<file path="config.mk">
export PLATFORM = sky130hd
export DESIGN_NAME = jk_excitation_driver
export DESIGN_NICKNAME = d
export VERILOG_FILES = /design/src/rtl/jk_pkg.sv /design/src/rtl/jk_bit_fifo.sv /design/src/rtl/jk_excitation_driver.sv
export SDC_FILE = /design/constraint.sdc
export NUM_CORES = 1
export LEC_CHECK = 0
export BUFFER_PORTS_ARGS = -buffer_cell sky130_fd_sc_hd__buf_2
export CORE_MARGIN = 2
export CORE_UTILIZATION = 59
export CTS_CLUSTER_SIZE = 28
export DETAILED_ROUTE_END_ITERATION = 12
export PLACE_DENSITY_LB_ADDON = 0.25
export SLEW_MARGIN = 40
export SYNTH_ARGS = -nofsm -noshare
export SYNTH_HDL_FRONTEND = slang
export SYNTH_SLANG_ARGS = --single-unit
</file>
<file path="constraint.sdc">
create_clock -name clk -period 3.6 [get_ports clk]
set_input_delay 0.36 -clock clk [delete_from_list [all_inputs] [get_ports clk]]
set_output_delay 0.36 -clock clk [all_outputs]
set_load 0.01 [all_outputs]
</file>
<file path="src/rtl/jk_pkg.sv">
// Shared definitions for the JK excitation driver: FSM encoding and the
// JK excitation table used to steer a flip-flop from its present Q to a target.
package jk_pkg;

    typedef enum logic [1:0] {
        IDLE  = 2'd0,
        LOAD  = 2'd1,
        APPLY = 2'd2,
        CHECK = 2'd3
    } jk_state_e;

    // Excitation table: returns {J,K} that moves Q to t; dc fills don't-care slots.
    function automatic logic [1:0] jk_excite(input logic q, input logic t, input logic dc);
        logic [1:0] jk;
        case ({q, t})
            2'b00:   jk = {1'b0, dc};
            2'b01:   jk = {1'b1, dc};
            2'b10:   jk = {dc, 1'b1};
            default: jk = {dc, 1'b0};
        endcase
        return jk;
    endfunction

endpackage

</file>
<file path="src/rtl/jk_bit_fifo.sv">
// 1-bit wide circular FIFO; pointers carry one extra wrap bit so that
// full and empty are distinguishable without a separate counter.
module jk_bit_fifo #(
    parameter int DEPTH = 4
) (
    input  logic clk,
    input  logic rst,
    input  logic push,
    input  logic wr_bit,
    input  logic pop,
    output logic rd_bit,
    output logic full,
    output logic empty
);

    localparam int AW = $clog2(DEPTH);
    localparam logic [AW:0] PTR_ONE = {{AW{1'b0}}, 1'b1};

    logic          mem [DEPTH];
    logic [AW:0]   wr_ptr;
    logic [AW:0]   rd_ptr;

    assign empty  = (wr_ptr == rd_ptr);
    assign full   = (wr_ptr[AW] != rd_ptr[AW]) && (wr_ptr[AW-1:0] == rd_ptr[AW-1:0]);
    assign rd_bit = mem[rd_ptr[AW-1:0]];

    // Pointer advance; writes into a full FIFO and reads from an empty one are dropped.
    always_ff @(posedge clk or posedge rst) begin
        if (rst) begin
            wr_ptr <= '0;
            rd_ptr <= '0;
        end else begin
            if (push && !full) wr_ptr <= wr_ptr + PTR_ONE;
            if (pop && !empty) rd_ptr <= rd_ptr + PTR_ONE;
        end
    end

    // Storage holds data only, so it is left out of reset.
    always_ff @(posedge clk) begin
        if (push && !full) mem[wr_ptr[AW-1:0]] <= wr_bit;
    end

endmodule

</file>
<file path="src/rtl/jk_excitation_driver.sv">
// Drives J/K of an external JK flip-flop so it follows a queued stream of
// target Q bits, then reads Q/QBAR back and flags any bit that was missed.
// One bit takes three cycles: LOAD (compute J/K), APPLY (FF samples), CHECK.
module jk_excitation_driver
    import jk_pkg::*;
#(
    parameter int   DEPTH   = 4,
    parameter logic DC_FILL = 1'b0,
    parameter int   CNT_W   = 8
) (
    input  logic             clk,
    input  logic             rst,
    input  logic             in_valid,
    input  logic             in_bit,
    output logic             in_ready,
    input  logic             q_fb,
    input  logic             qbar_fb,
    output logic             j,
    output logic             k,
    output logic             busy,
    output logic             done,
    output logic             err,
    output logic [CNT_W-1:0] err_count
);

    jk_state_e  state;
    logic       tgt;
    logic       head_bit;
    logic       fifo_full;
    logic       fifo_empty;
    logic       push_en;
    logic       pop_en;
    logic       check_pass;
    logic [1:0] load_jk;

    // Saturating increment for the error counter.
    function automatic logic [CNT_W-1:0] sat_inc(input logic [CNT_W-1:0] c);
        return (&c) ? c : c + CNT_W'(1);
    endfunction

    assign push_en    = in_valid && !fifo_full;
    assign pop_en     = (state == LOAD);
    assign in_ready   = !fifo_full;
    assign busy       = (state != IDLE) || !fifo_empty;
    assign check_pass = (q_fb == tgt) && (qbar_fb == ~q_fb);

    jk_bit_fifo #(.DEPTH(DEPTH)) u_fifo (
        .clk    (clk),
        .rst    (rst),
        .push   (push_en),
        .wr_bit (in_bit),
        .pop    (pop_en),
        .rd_bit (head_bit),
        .full   (fifo_full),
        .empty  (fifo_empty)
    );

    // Excitation for the head bit; an invalid Q/QBAR pair forces explicit set/reset.
    always_comb begin
        load_jk = jk_excite(q_fb, head_bit, DC_FILL);
        if (q_fb == qbar_fb) load_jk = {head_bit, ~head_bit};
    end

    // Target bit latched when it leaves the FIFO; pure data, no reset needed.
    always_ff @(posedge clk) begin
        if (state == LOAD) tgt <= head_bit;
    end

    // Sequencer with registered J/K, done and err outputs.
    always_ff @(posedge clk or posedge rst) begin
        if (rst) begin
            state     <= IDLE;
            j         <= 1'b0;
            k         <= 1'b0;
            err       <= 1'b0;
            done      <= 1'b0;
            err_count <= '0;
        end else begin
            err  <= 1'b0;
            done <= 1'b0;
            case (state)
                IDLE: begin
                    j <= 1'b0;
                    k <= 1'b0;
                    if (!fifo_empty) state <= LOAD;
                end
                LOAD: begin
                    {j, k} <= load_jk;
                    state  <= APPLY;
                end
                APPLY: begin
                    state <= CHECK;
                end
                CHECK: begin
                    if (!check_pass) begin
                        err       <= 1'b1;
                        err_count <= sat_inc(err_count);
                    end
                    j <= 1'b0;
                    k <= 1'b0;
                    // A bit arriving on this very edge keeps the stream going.
                    if (!fifo_empty || push_en) begin
                        state <= LOAD;
                    end else begin
                        state <= IDLE;
                        done  <= 1'b1;
                    end
                end
                default: state <= IDLE;
            endcase
        end
    end

endmodule

</file>
== Yosys cells after proc, flatten, opt, wreduce, memory -nomap -nowiden ==
Memories as Yosys holds them, arrays and structs flattened.
Index checks and enable logic that the tools add are counted.
Storage, ports and cells
  flip-flop bits (word level): 21
  latch bits: 0
  memory bits (writable): 4
  ROM bits: 0
  input bits: 6
  memories: 1
Cells by class
  $add $sub $neg: 3
  multipliers: 0
  div/mod/pow operators: 0
  $lt $le $gt $ge: 0
  equal/unequal tests: 12
  shift operators: 0
  muxes and demuxes: 13
  bitwise gates (word level): 4
  reduce and logical (&&, ||, !) cells: 15
Memory list
  u_fifo.mem: depth 4, width 1, rd ports 1, clocked after Yosys merged registers in 0, write ports 1, RTL line jk_bit_fifo.sv:19  | logic mem [DEPTH];
Operators by type and width (count)
  adder 8 x 1 -> 8 bit, second input constant: 1
  case mux 2 bit (4 select lines): 1
  AND reduction 8 bit: 1
  two-way mux 1 bit: 7
  adder 3 x 1 -> 3 bit, second input constant: 2
  == test 2 bit, second input constant: 3
  logical AND 1 bit: 5
  == test 2 x 1 -> 1 bit, second input constant: 2
  two-way mux 2 bit: 2
  NOT 1 bit: 4
  case mux 1 bit (2 select lines): 2
  case mux 2 bit (2 select lines): 1
  nonzero test 2 bit: 2
  == test 1 bit: 3
  == test 3 bit: 1
  AND reduction 3 bit: 1
  == test 2 bit: 1
  logical NOT 1 bit: 2
  logical NOT 2 bit: 1
  logical OR 1 bit: 2
  inequality test 2 bit, second input constant: 1
  OR reduction 2 bit: 1
  inequality test 1 bit: 1

== Depth between registers and ports, before layout ==
Gate-level depths: netlist of the first run.
  depth in word-level cells: 7
  depth in mapped cells: 5
  gate-level depth less buffers: 5

== Hierarchy ==
From an unflattened synthesis of the first run, not the netlist that was laid out.
Second synthesis, totals
  cells, all modules: 132
  area total of the unflattened synthesis: 1448.9 µm²
By module, submodules not included
  jk_excitation_driver: instances 1, cells an instance 76, area an instance 814.5 µm², seq. area each 380.4 µm²
  jk_bit_fifo: instances 1, cells an instance 56, area an instance 634.4 µm², seq. area each 270.3 µm²

== Least setup slack after synthesis of the first run ==
Ideal clock, no wire load.
  path kind: register to register
  start point: reg u_fifo.wr_ptr[0]
  end point: reg u_fifo.wr_ptr[1]
  library setup time: 125 ps
  data arrival time: 1299 ps
  required time: 3475 ps
  path slack: 2176 ps
  cell stages (with the launch flop): 5
  buffers on the path: 0
  clock period less this slack: 1424 ps
  path through: dfrtp_1 > xnor2_1 > nand3b_2 > nand2_1 > mux2_4
Between the ends
  cells in the longest elaborated chain, start to end: 5
RTL lines
  start, declared: RTL line jk_bit_fifo.sv:20  | logic [AW:0] wr_ptr;
  start signal, assigned: RTL line jk_bit_fifo.sv:33  | if (push && !full) wr_ptr <= wr_ptr + PTR_ONE;
  == test 2 bit *: RTL line jk_bit_fifo.sv:24  | assign full = (wr_ptr[AW] != rd_ptr[AW]) && (wr_ptr[AW-1:0] == rd_ptr[AW-1:0]);
  logical AND 1 bit *: RTL line jk_bit_fifo.sv:24
  logical NOT 1 bit *
  via in_ready: RTL line jk_excitation_driver.sv:15  | output logic in_ready,
  logical AND 1 bit: RTL line jk_excitation_driver.sv:41  | assign push_en = in_valid && !fifo_full;
  logical AND 1 bit *: RTL line jk_bit_fifo.sv:33
Mark *: on every way through the listed nets, which the timed path passes. The rest lies on a longest branch.
A chain may end at the register's enable or synchronous reset.

== Final worst setup path of the first run ==
  start point: reg u_fifo.wr_ptr[0]
  end point: out busy
Between the ends
  cells in the longest elaborated chain, start to end: 3
RTL lines
  == test 3 bit: RTL line jk_bit_fifo.sv:23  | assign empty = (wr_ptr == rd_ptr);
  logical NOT 1 bit: RTL line jk_excitation_driver.sv:44  | assign busy = (state != IDLE) || !fifo_empty;
  logical OR 1 bit: RTL line jk_excitation_driver.sv:44
  end, declared: RTL line jk_excitation_driver.sv:20  | output logic busy,
No other way between the ends.

==> results of run 1 <==
-- flip-flops by register name (all words and copies together), names as in the netlist --
| signal | cells |
|---|---|
| u_fifo.rd_ptr | 3 |
| err | 1 |
| tgt | 1 |
| u_fifo.wr_ptr | 3 |
| u_fifo.mem | 4 |
| done | 1 |
| err_count | 8 |
| k | 1 |
| j | 1 |
| state | 2 |
-- stage by stage --
stage	utilization [%]	total power, W	setup WS [ns]
finish	71.6	0.00121	1.73
global route	71.6	0.00132	1.60
CTS	71.6	0.00122	1.73
detailed placement	70.3	0.00109	2.01
global placement	70.3	0.00106	2.11
floorplan	-	0.000930	2.18
-- kinds of logic (layout without fill, tap and decap cells) --
family / count (synthesis) / after routing / share of synthesized area [%]
mux: 6 / 6 / 6.95
xor+xnor: 12 / 12 / 8.22
flops: 25 / 25 / 50.9
buf+inv: 8 / 31 / 2.35
compound gates: 11 / 11 / 6.75
fa+ha+maj: 11 / 11 / 10.8
simple gates: 32 / 32 / 14.1
-- metal layers --
layer | wire length [microns] | vias up | global-route usage (%)
li1 | - | 415 | -
met1 | 979 | 419 | 25.0
met2 | 1050 | 25 | 33.8
met3 | 110 | 4 | 5.36
met4 | 18 | 0 | 5.41
met5 | 0 | - | 0
-- worst max-delay path: stages (launching register included) --
cell     delay [ns]
dfrtp_1        0.47
xnor2_1        0.31
nand4_1        0.22
buf_2          0.20
-- placed cells by master (no fill, tap or decap), drive strengths merged --
| master | Yosys | final |
|---|---|---|
| a211oi | 1 | 1 |
| a21oi | 1 | 1 |
| a32oi | 1 | 1 |
| and3 | 5 | 5 |
| buf | 0 | 19 |
| clkbuf | 0 | 4 |
| clkinv | 0 | 1 |
| dfrtp | 20 | 20 |
| edfxtp | 5 | 5 |
| ha | 11 | 11 |
| inv | 8 | 7 |
| mux2 | 4 | 4 |
| mux2i | 1 | 1 |
| mux4 | 1 | 1 |
| nand2 | 10 | 10 |
| nand2b | 1 | 1 |
| nand3 | 6 | 6 |
| nand3b | 1 | 1 |
| nand4 | 2 | 2 |
| nor2 | 2 | 2 |
| nor2b | 1 | 1 |
| nor3 | 3 | 3 |
| nor3b | 1 | 1 |
| o2111ai | 1 | 1 |
| o21ai | 5 | 5 |
| o221ai | 1 | 1 |
| o31ai | 1 | 1 |
| xnor2 | 6 | 6 |
| xor2 | 6 | 6 |
-- worst min path at each step --
stage	cells after the start	startpoint	slack (ns)	endpoint
finish	2	rst	0.03	err_count[7]
global route	2	rst	0.06	err_count[7]
CTS	2	rst	0.17	err_count[7]
detailed placement	1	err_count[7]	0.48	err_count[7]
global placement	2	j	0.46	j
floorplan	1	rst	0.32	done
-- cell type report --
type	count	area, sq um	share of cell area [%]
flip-flops and latches	25	651	45.4
repair buffers	19	95.1	6.63
inverters	8	30.0	2.09
multi-input cells	72	598	41.7
clock buffers	4	26.3	1.83
well taps	27	33.8	2.36
-- power breakdown --
| group | internal [W] | switching, W | total, W |
|---|---|---|---|
| combinational | 0.000273 | 0.000302 | 0.000574 |
| clock | 0.0000433 | 0.0000800 | 0.000123 |
| sequential | 0.000404 | 0.000106 | 0.000510 |
==> flow_summary.yaml, run 1 <==
timing:
  rsz0062_at_grt: "no"
  timing_hold_violations_final: 0
  setup_viol: 0
  post-route-period-util_pct: 52.1
  period_needed_ns: 1.87
  worst_pin_slew_ns: 0.687
  holdWs_ns: 0.0347
  skew_ns: 0.0103
  max_freq_mhz: 534
  final-max-slew-violation-count: 0
  tns_ns: 0
  slew-limit-headroom_pct: 53.9
placement:
  dp_hpwl_microns: 1630
  dp.cells: 151
  gp_congestion: 0.864
  dpl_cell_area_sq_um: 1410
  portBuffers: 19
yosys:
  ys_warn_count: 0
  synth_most_common_cell: "dfrtp_1"
  ys_async_sr_fraction_pct: 80.0
  mappedNetlistNets: 122
  ys.flop_type: "dfrtp_1"
  ys_ff_latch: 25
  synth_top_area_share_pct: 39.1
  avgSynthCellArea_sq_um: 12.2
  ys_seq_area_share_pct: 50.9
  yosysUniqueCellTypes: 30
  synthTopCellsByArea: "dfrtp_1 39%, edfxtp_1 12%, ha_1 11%, xnor2_1 4.1%, xor2_1 4.1%"
  synth_commonest_cells: "20 x dfrtp_1, 11 x ha_1, 9 x nand2_1"
  synthCells: 105
  yosysTopAreaCell: "dfrtp_1"
  synth_edf_count: 5
  netlist_area_sq_um: 1280
finish:
  nFillCells: 149
  area_delta_synth_final_pct: 12.1
  drive_gt1_share_pct: 26.6
  layout.nets: 146
  antenna_cells: 0
  fin_cells: 155
  final_area_sq_um: 1430
floorplan:
  die_area_sq_um: 2560
  dieWidth_microns: 50.6
  num_io_pins: 20
  die_h_microns: 50.6
  row_count: 16
  core_area_sq_um: 2000
  start_util_pct: 63.9
worst_setup_path:
  reg2reg_to: "err_count[4]"
  worst_ep_arrival_time_ns: 1.51
  required_ns: 3.24
  crit_start: "u_fifo.wr_ptr[0]"
  critical_path.endpoint: "busy"
  r2r-start: "tgt"
  r2r_cells: 5
  rrSetupSlack_ns: 2.00
  cp_max_fo: 5
  cp-end-kind: "primary output"
  worstSetupPathType: "reg2out"
  critical_path.startpoint_type: "flip-flop"
drt:
  via_per_inst: 5.57
  wl_per_cell_microns: 13.9
  ant_nets: 0
  drtIter0Drc: 18
  dr.pass1.iters: 4
  route.detailed.drc: 0
  wl_microns: 2160
  vias: 863
clock_tree:
  cts_tree: "yes"
  cts_resized: 0
  cts_hold_buffers: 0
  ctsRootBufferMaster: "clkbuf_4"
  clk-insertion-delay-late_ns: 0.32
  cts_max_level: 1
  clk_pin_slew_ns: 0.13
  clockBufferDepth: 2
  post-cts-setup-buffers: 0
  clkSinkCount: 25
  cts_buffers: 3
power:
  p_leak_nw: 0.698
  power.density_nw_per_um2: 842
  peakVddDrop_mv: 0.548
global_routing:
  gr-usage-all-layers_pct: 19.9
  first_global_vias: 810
  grt_pass1_wl_microns: 3670
  antenna_found_initial: 0
  grt_remaining_overflow: 0
  grt_max_degree: 21
run_status:
  status: "finished, final reports clean"
flow_run:
  maxCapViolCount: 0
min_path:
  hold_class: "in2async"
Note: power is estimated with default switching activity, not from simulation.
==> run 2: changes to the inputs <==
--- a/config.mk
+++ b/config.mk
@@ -7,7 +7,7 @@
 export LEC_CHECK = 0
 export BUFFER_PORTS_ARGS = -buffer_cell sky130_fd_sc_hd__buf_2
 export CORE_MARGIN = 2
-export CORE_UTILIZATION = 59
+export CORE_UTILIZATION = 55
 export CTS_CLUSTER_SIZE = 28
 export DETAILED_ROUTE_END_ITERATION = 12
 export PLACE_DENSITY_LB_ADDON = 0.25
==> constraint.sdc (replaced) <==
create_clock -name clk -period 1.8 [get_ports clk]
set_input_delay 0.18 -clock clk [delete_from_list [all_inputs] [get_ports clk]]
set_output_delay 0.18 -clock clk [all_outputs]
set_load 0.01 [all_outputs]
==> run 2 against run 1 <==
Net effect:
- die area is 6.7% higher
- routed wire length is 7.6% lower
- final cell count is 1.3% higher
- clock-buffer cell count stayed put
- utilization is 6.3 points lower
- sequential power is 100% higher
- non-clock buffer count is 1 higher
- critical endpoint unchanged
- largest power group unchanged
==> flow_summary.yaml, run 2 (same netlist as run 1, synthesis figures left out) <==
global_routing:
  grt_pass1_wl_microns: 3370
  gr-usage-all-layers_pct: 17.0
  grt_remaining_overflow: 0
  grt_max_degree: 21
  first_global_vias: 778
  antenna_found_initial: 0
worst_setup_path:
  worst_ep_arrival_time_ns: 1.52
  required_ns: 1.62
  cp_max_fo: 5
  critical_path.startpoint_type: "flip-flop"
  critPathMaxStageDelay_ns: 0.46
  crit_family: "flip-flops"
  worstSetupPathType: "reg2out"
  path_buf_inv: 1
  path_cells: "xnor2_1 -> nand4_1 -> buf_2"
  critical_path.slowest_cell: "dfrtp_1"
  cp-end-kind: "primary output"
floorplan:
  row_count: 17
  die_area_sq_um: 2730
  start_util_pct: 57.8
  num_io_pins: 20
  die_h_microns: 52.2
  core_area_sq_um: 2210
  dieWidth_microns: 52.2
timing:
  post-route-period-util_pct: 94.5
  setup_viol: 0
  final-max-slew-violation-count: 0
  slew-limit-headroom_pct: 72.0
  timing_hold_violations_final: 0
  skew_ns: 0.00558
  tns_ns: 0
  rsz0062_at_grt: "no"
  worst_pin_slew_ns: 0.420
  max_freq_mhz: 588
  period_needed_ns: 1.70
finish:
  layout_common_cells: "20 x dfrtp_1, 19 x buf_2, 11 x ha_1"
  layout.nets: 147
  area_delta_synth_final_pct: 13.0
  final_area_sq_um: 1450
  antenna_cells: 0
  final_common_cell: "dfrtp_1"
  regMostFlops: "err_count"
  drive_gt1_share_pct: 27.1
  largest_register_ffs: 8
drt:
  wl_microns: 2000
  route.detailed.drc: 0
  dr.pass1.iters: 4
  via_per_inst: 5.32
  ant_nets: 0
  drtIter0Drc: 13
  vias: 835
  wl_per_cell_microns: 12.7
clock_tree:
  cts_resized: 0
  clkSinkCount: 25
  clk-insertion-delay-late_ns: 0.31
  clk_pin_slew_ns: 0.13
  ctsRootBufferMaster: "clkbuf_4"
  post-cts-setup-buffers: 0
  cts_max_level: 1
  cts_buffers: 3
  clockBufferDepth: 2
  cts_tree: "yes"
power:
  peakVddDrop_mv: 0.886
  power.density_nw_per_um2: 1650
  p_leak_nw: 0.705
flow_run:
  maxCapViolCount: 0
placement:
  gp_congestion: 0.798
  portBuffers: 19
  dpl_cell_area_sq_um: 1410
  dp_hpwl_microns: 1530
run_status:
  status: "finished, final reports clean"
min_path:
  hold_class: "in2reg"
[run 2: area by class of cell]
class                           count  area [sq um]
Fill cell                         176           767
Sequential cell                    25           651
Multi-Input combinational cell     72           598
Timing Repair Buffer               20           105
Tap cell                           28          35.0
Inverter                            8          30.0
Clock buffer                        4          26.3
[run 2: worst reg2reg max path, cell delays in order, from the launching register on]
cell	delay, ns
edfxtp_1	0.40
nand2b_1	0.16
o221ai_2	0.36
inv_2	0.09
nand4_1	0.11
mux2_1	0.32
[run 2: what timing repair did]
action,4_1_cts,5_1_grt
endpoints found under the setup margin,0,0
hold endpoints to repair,20,0
hold buffers,1,0
[run 2: worst paths after layout]
| path | from | endpoint | slack (ns) | cells after the start |
|---|---|---|---|---|
| min in group asynchronous | rst | k | 0.38 | 3 |
| max | u_fifo.wr_ptr[0] | busy | 0.1 | 3 |
| min reg2reg | j | j | 0.50 | 2 |
| max reg2reg | tgt | err_count[4] | 0.26 | 5 |
| min | in_bit | u_fifo.mem[1] | 0.07 | 1 |
| max in group asynchronous | rst | err_count[0] | 1.13 | 3 |
[run 2: power by group]
group          internal, W  switching (W)  total [W]  leakage (nW)
clock            0.0000867       0.000159   0.000245        0.0150
sequential        0.000807       0.000209    0.00102         0.295
combinational     0.000546       0.000579    0.00113         0.395
[run 2: per-layer routing]
metal  up-vias  track usage, %  wire length, microns
met5         -               0                     0
met4         0            8.97                    42
met1       397            23.4                  1010
li1        418               -                     -
met2        16            25.7                   864
met3         4            2.57                    81
[run 2: stage by stage]
stage	hold WS, ns	worst slack (ns)	cells	total power, W	util, %
floorplan	0.144	0.376	105	0.00186	-
global placement	0.342	0.293	152	0.00213	63.7
detailed placement	0.351	0.290	152	0.00216	63.7
CTS	0.0694	0.100	157	0.00242	65.3
global route	0.0661	0.0233	157	0.00259	65.3
finish	0.0747	0.0991	157	0.00239	65.3
==> run 3: changes to the inputs <==
--- a/config.mk
+++ b/config.mk
@@ -7,11 +7,12 @@
 export LEC_CHECK = 0
 export BUFFER_PORTS_ARGS = -buffer_cell sky130_fd_sc_hd__buf_2
 export CORE_MARGIN = 2
-export CORE_UTILIZATION = 55
-export CTS_CLUSTER_SIZE = 28
+export CORE_UTILIZATION = 56
+export CTS_CLUSTER_SIZE = 10
 export DETAILED_ROUTE_END_ITERATION = 12
 export PLACE_DENSITY_LB_ADDON = 0.25
 export SLEW_MARGIN = 40
 export SYNTH_ARGS = -nofsm -noshare
 export SYNTH_HDL_FRONTEND = slang
+export SYNTH_HIERARCHICAL = 1
 export SYNTH_SLANG_ARGS = --single-unit
==> run 3 against run 2 <==
Net effect:
- routed wire length rose by 60%
- utilization rose by 6.4 points
- critical endpoint is now u_fifo/mem[2]
- sequential power barely moved
- combinational power rose by 81%
- critical path type is now reg2reg
- total power rose by 38%
- highest routed layer unchanged
- synthesized area rose by 13%
- fmax fell by 2.3%
- largest power group unchanged
- critical path depth rose by 5
- worst hold slack improved by 0.0044 ns
==> flow_summary.yaml, run 3 <==
run_status:
  status: "finished, final reports clean"
power:
  p_leak_nw: 0.851
  finalPower_w: 0.00330
  power.density_nw_per_um2: 1870
  peakVddDrop_mv: 1.71
finish:
  layout.nets: 188
  regMostFlops: "err_count"
  largest_register_ffs: 8
  antenna_cells: 0
  final_core_utilization_pct: 71.7
  layout_common_cells: "20 x dfrtp_1, 18 x buf_2, 12 x inv_1, 12 x buf_4"
  area_delta_synth_final_pct: 21.5
  nFillCells: 177
  drive_gt1_share_pct: 33.5
  final_common_cell: "dfrtp_1"
global_routing:
  antenna_found_initial: 0
  gr-usage-all-layers_pct: 23.9
  grt_pass1_wl_microns: 5010
  grt_max_degree: 15
  grt_remaining_overflow: 0
  first_global_vias: 1107
yosys:
  ys_warn_count: 6
  synthCells: 132
  ys.flop_type: "dfrtp_1"
  ys_seq_area_share_pct: 44.9
  yosysTopAreaCell: "dfrtp_1"
  netlist_area_sq_um: 1450
  synth_most_common_cell: "dfrtp_1"
  synth_commonest_cells: "20 x dfrtp_1, 13 x inv_1, 13 x nand2_1"
  ys_ff_latch: 25
  avgSynthCellArea_sq_um: 11.0
  synthTopCellsByArea: "dfrtp_1 35%, edfxtp_1 10%, ha_1 9.5%, inv_1 3.4%, nand2_1 3.4%"
  yosysUniqueCellTypes: 35
  ys_async_sr_fraction_pct: 80.0
  synth_edf_count: 5
  synth_top_area_share_pct: 34.5
  mappedNetlistNets: 149
floorplan:
  die_area_sq_um: 3010
  start_util_pct: 59.0
  core_area_sq_um: 2450
  num_io_pins: 20
  die_h_microns: 54.9
  row_count: 18
  dieWidth_microns: 54.9
drt:
  drtIter0Drc: 23
  wl_per_cell_microns: 16.0
  wl_microns: 3210
  route.detailed.drc: 0
  vias: 1165
  ant_nets: 0
  via_per_inst: 5.83
  dr.pass1.iters: 4
clock_tree:
  cts_buffers: 3
  cts_tree: "yes"
  cts_max_level: 1
  clk-insertion-delay-late_ns: 0.32
  clkSinkCount: 25
  clk_pin_slew_ns: 0.14
  ctsRootBufferMaster: "clkbuf_4"
  clockBufferDepth: 2
worst_setup_path:
  worstSetupPathType: "reg2reg"
  reg2reg_to: "u_fifo/mem[2]"
  required_ns: 1.85
  rrSetupSlack_ns: 0.06
  crit_start: "u_fifo/rd_ptr[2]"
  r2r-start: "u_fifo/rd_ptr[2]"
  cp_max_fo: 4
  r2r_cells: 8
  critical_path.startpoint_type: "flip-flop"
  worst_ep_arrival_time_ns: 1.80
  critical_path.endpoint: "u_fifo/mem[2]"
  cp-end-kind: "flip-flop"
timing:
  final-max-slew-violation-count: 0
  skew_ns: 0.00137
  slew-limit-headroom_pct: 63.4
  post-route-period-util_pct: 96.7
  max_freq_mhz: 574
  holdWs_ns: 0.0791
  period_needed_ns: 1.74
  layout_setup_ws_ns: 0.0585
  setup_viol: 0
  timing_hold_violations_final: 0
  worst_pin_slew_ns: 0.549
  tns_ns: 0
min_path:
  hold_class: "in2reg"
  hold_depth: 1
flow_run:
  maxCapViolCount: 0
placement:
  gp_congestion: 0.859
  portBuffers: 19
  pre_cts_ws_ns: 0.0372
  dp_hpwl_microns: 2370
[run 3: cell count changes after synthesis, moves of 4 or more]
cell      before  now
nand2b_1       1    7
and2_1         0    4
a21oi_1        0    6
nand2_1        9   13
inv_1          7   13
a31oi_1        0    6
[run 3: power by group]
group | switching, W | internal [W] | leakage [nW]
Clock | 0.000169 | 0.0000867 | 0.0150
Combinational | 0.00108 | 0.000968 | 0.541
Sequential | 0.000186 | 0.000809 | 0.295
[run 3: cell type report]
type,count,area (sq um),share of cell area [%]
clock buffers,4,26.3,1.49
inverters,13,48.8,2.77
multi-input cells,94,773,43.9
flip-flops and latches,25,651,37.0
well taps,30,37.5,2.13
repair buffers,34,224,12.7
[run 3: repair_timing]
action,CTS,global route
gates resized for setup,4,5
pin swaps,0,4
endpoints found under the setup margin,1,4
hold buffers,1,0
endpoints found under the hold margin,20,0
setup buffers,1,4
[run 3: cells by family (layout without fill, tap and decap cells)]
kind of cell	count (synthesis)	after routing	share of synthesized area, %
fa+ha+maj	11	11	9.50
buf+inv	13	51	3.37
simple gates	42	42	16.7
flops	25	25	44.9
mux	7	7	7.17
xor+xnor	9	9	6.48
compound gates	25	25	11.9
[run 3: critical path, cell delays in order (launching register included)]
cell and delay [ns]:
dfrtp_1 0.43, xor2_2 0.19, nand3_1 0.08, inv_1 0.05, nand2b_1 0.19, inv_2 0.10
inv_1 0.06, a31oi_4 0.19, and2_1 0.17
[run 3: layer usage]
layer / part of all wire, % / wire, microns / vias to the layer above / global-route usage [%]
met5: 0 / 0 / - / 0
met4: 3.7 / 119 / 0 / 14.6
met3: 3.8 / 122 / 12 / 3.01
met2: 56 / 1790 / 43 / 43.5
met1: 37 / 1180 / 564 / 26.1
li1: - / - / 546 / -
[run 3: through the flow]
stage	std cells	instance area [sq um]
global route	200	1760
global placement	190	1650
CTS	196	1710
detailed placement	190	1650
finish	200	1760
floorplan	132	1450
[run 3: worst min path at each step]
stage                     startpoint               end  slack, ns
after floorplan                  rst  u_fifo/rd_ptr[0]      -0.03
after global placement           rst  u_fifo/wr_ptr[2]       0.11
after detailed placement         rst  u_fifo/wr_ptr[2]       0.12
after CTS                     in_bit     u_fifo/mem[3]       0.08
after global routing          in_bit     u_fifo/mem[3]       0.08
final                         in_bit     u_fifo/mem[2]       0.08
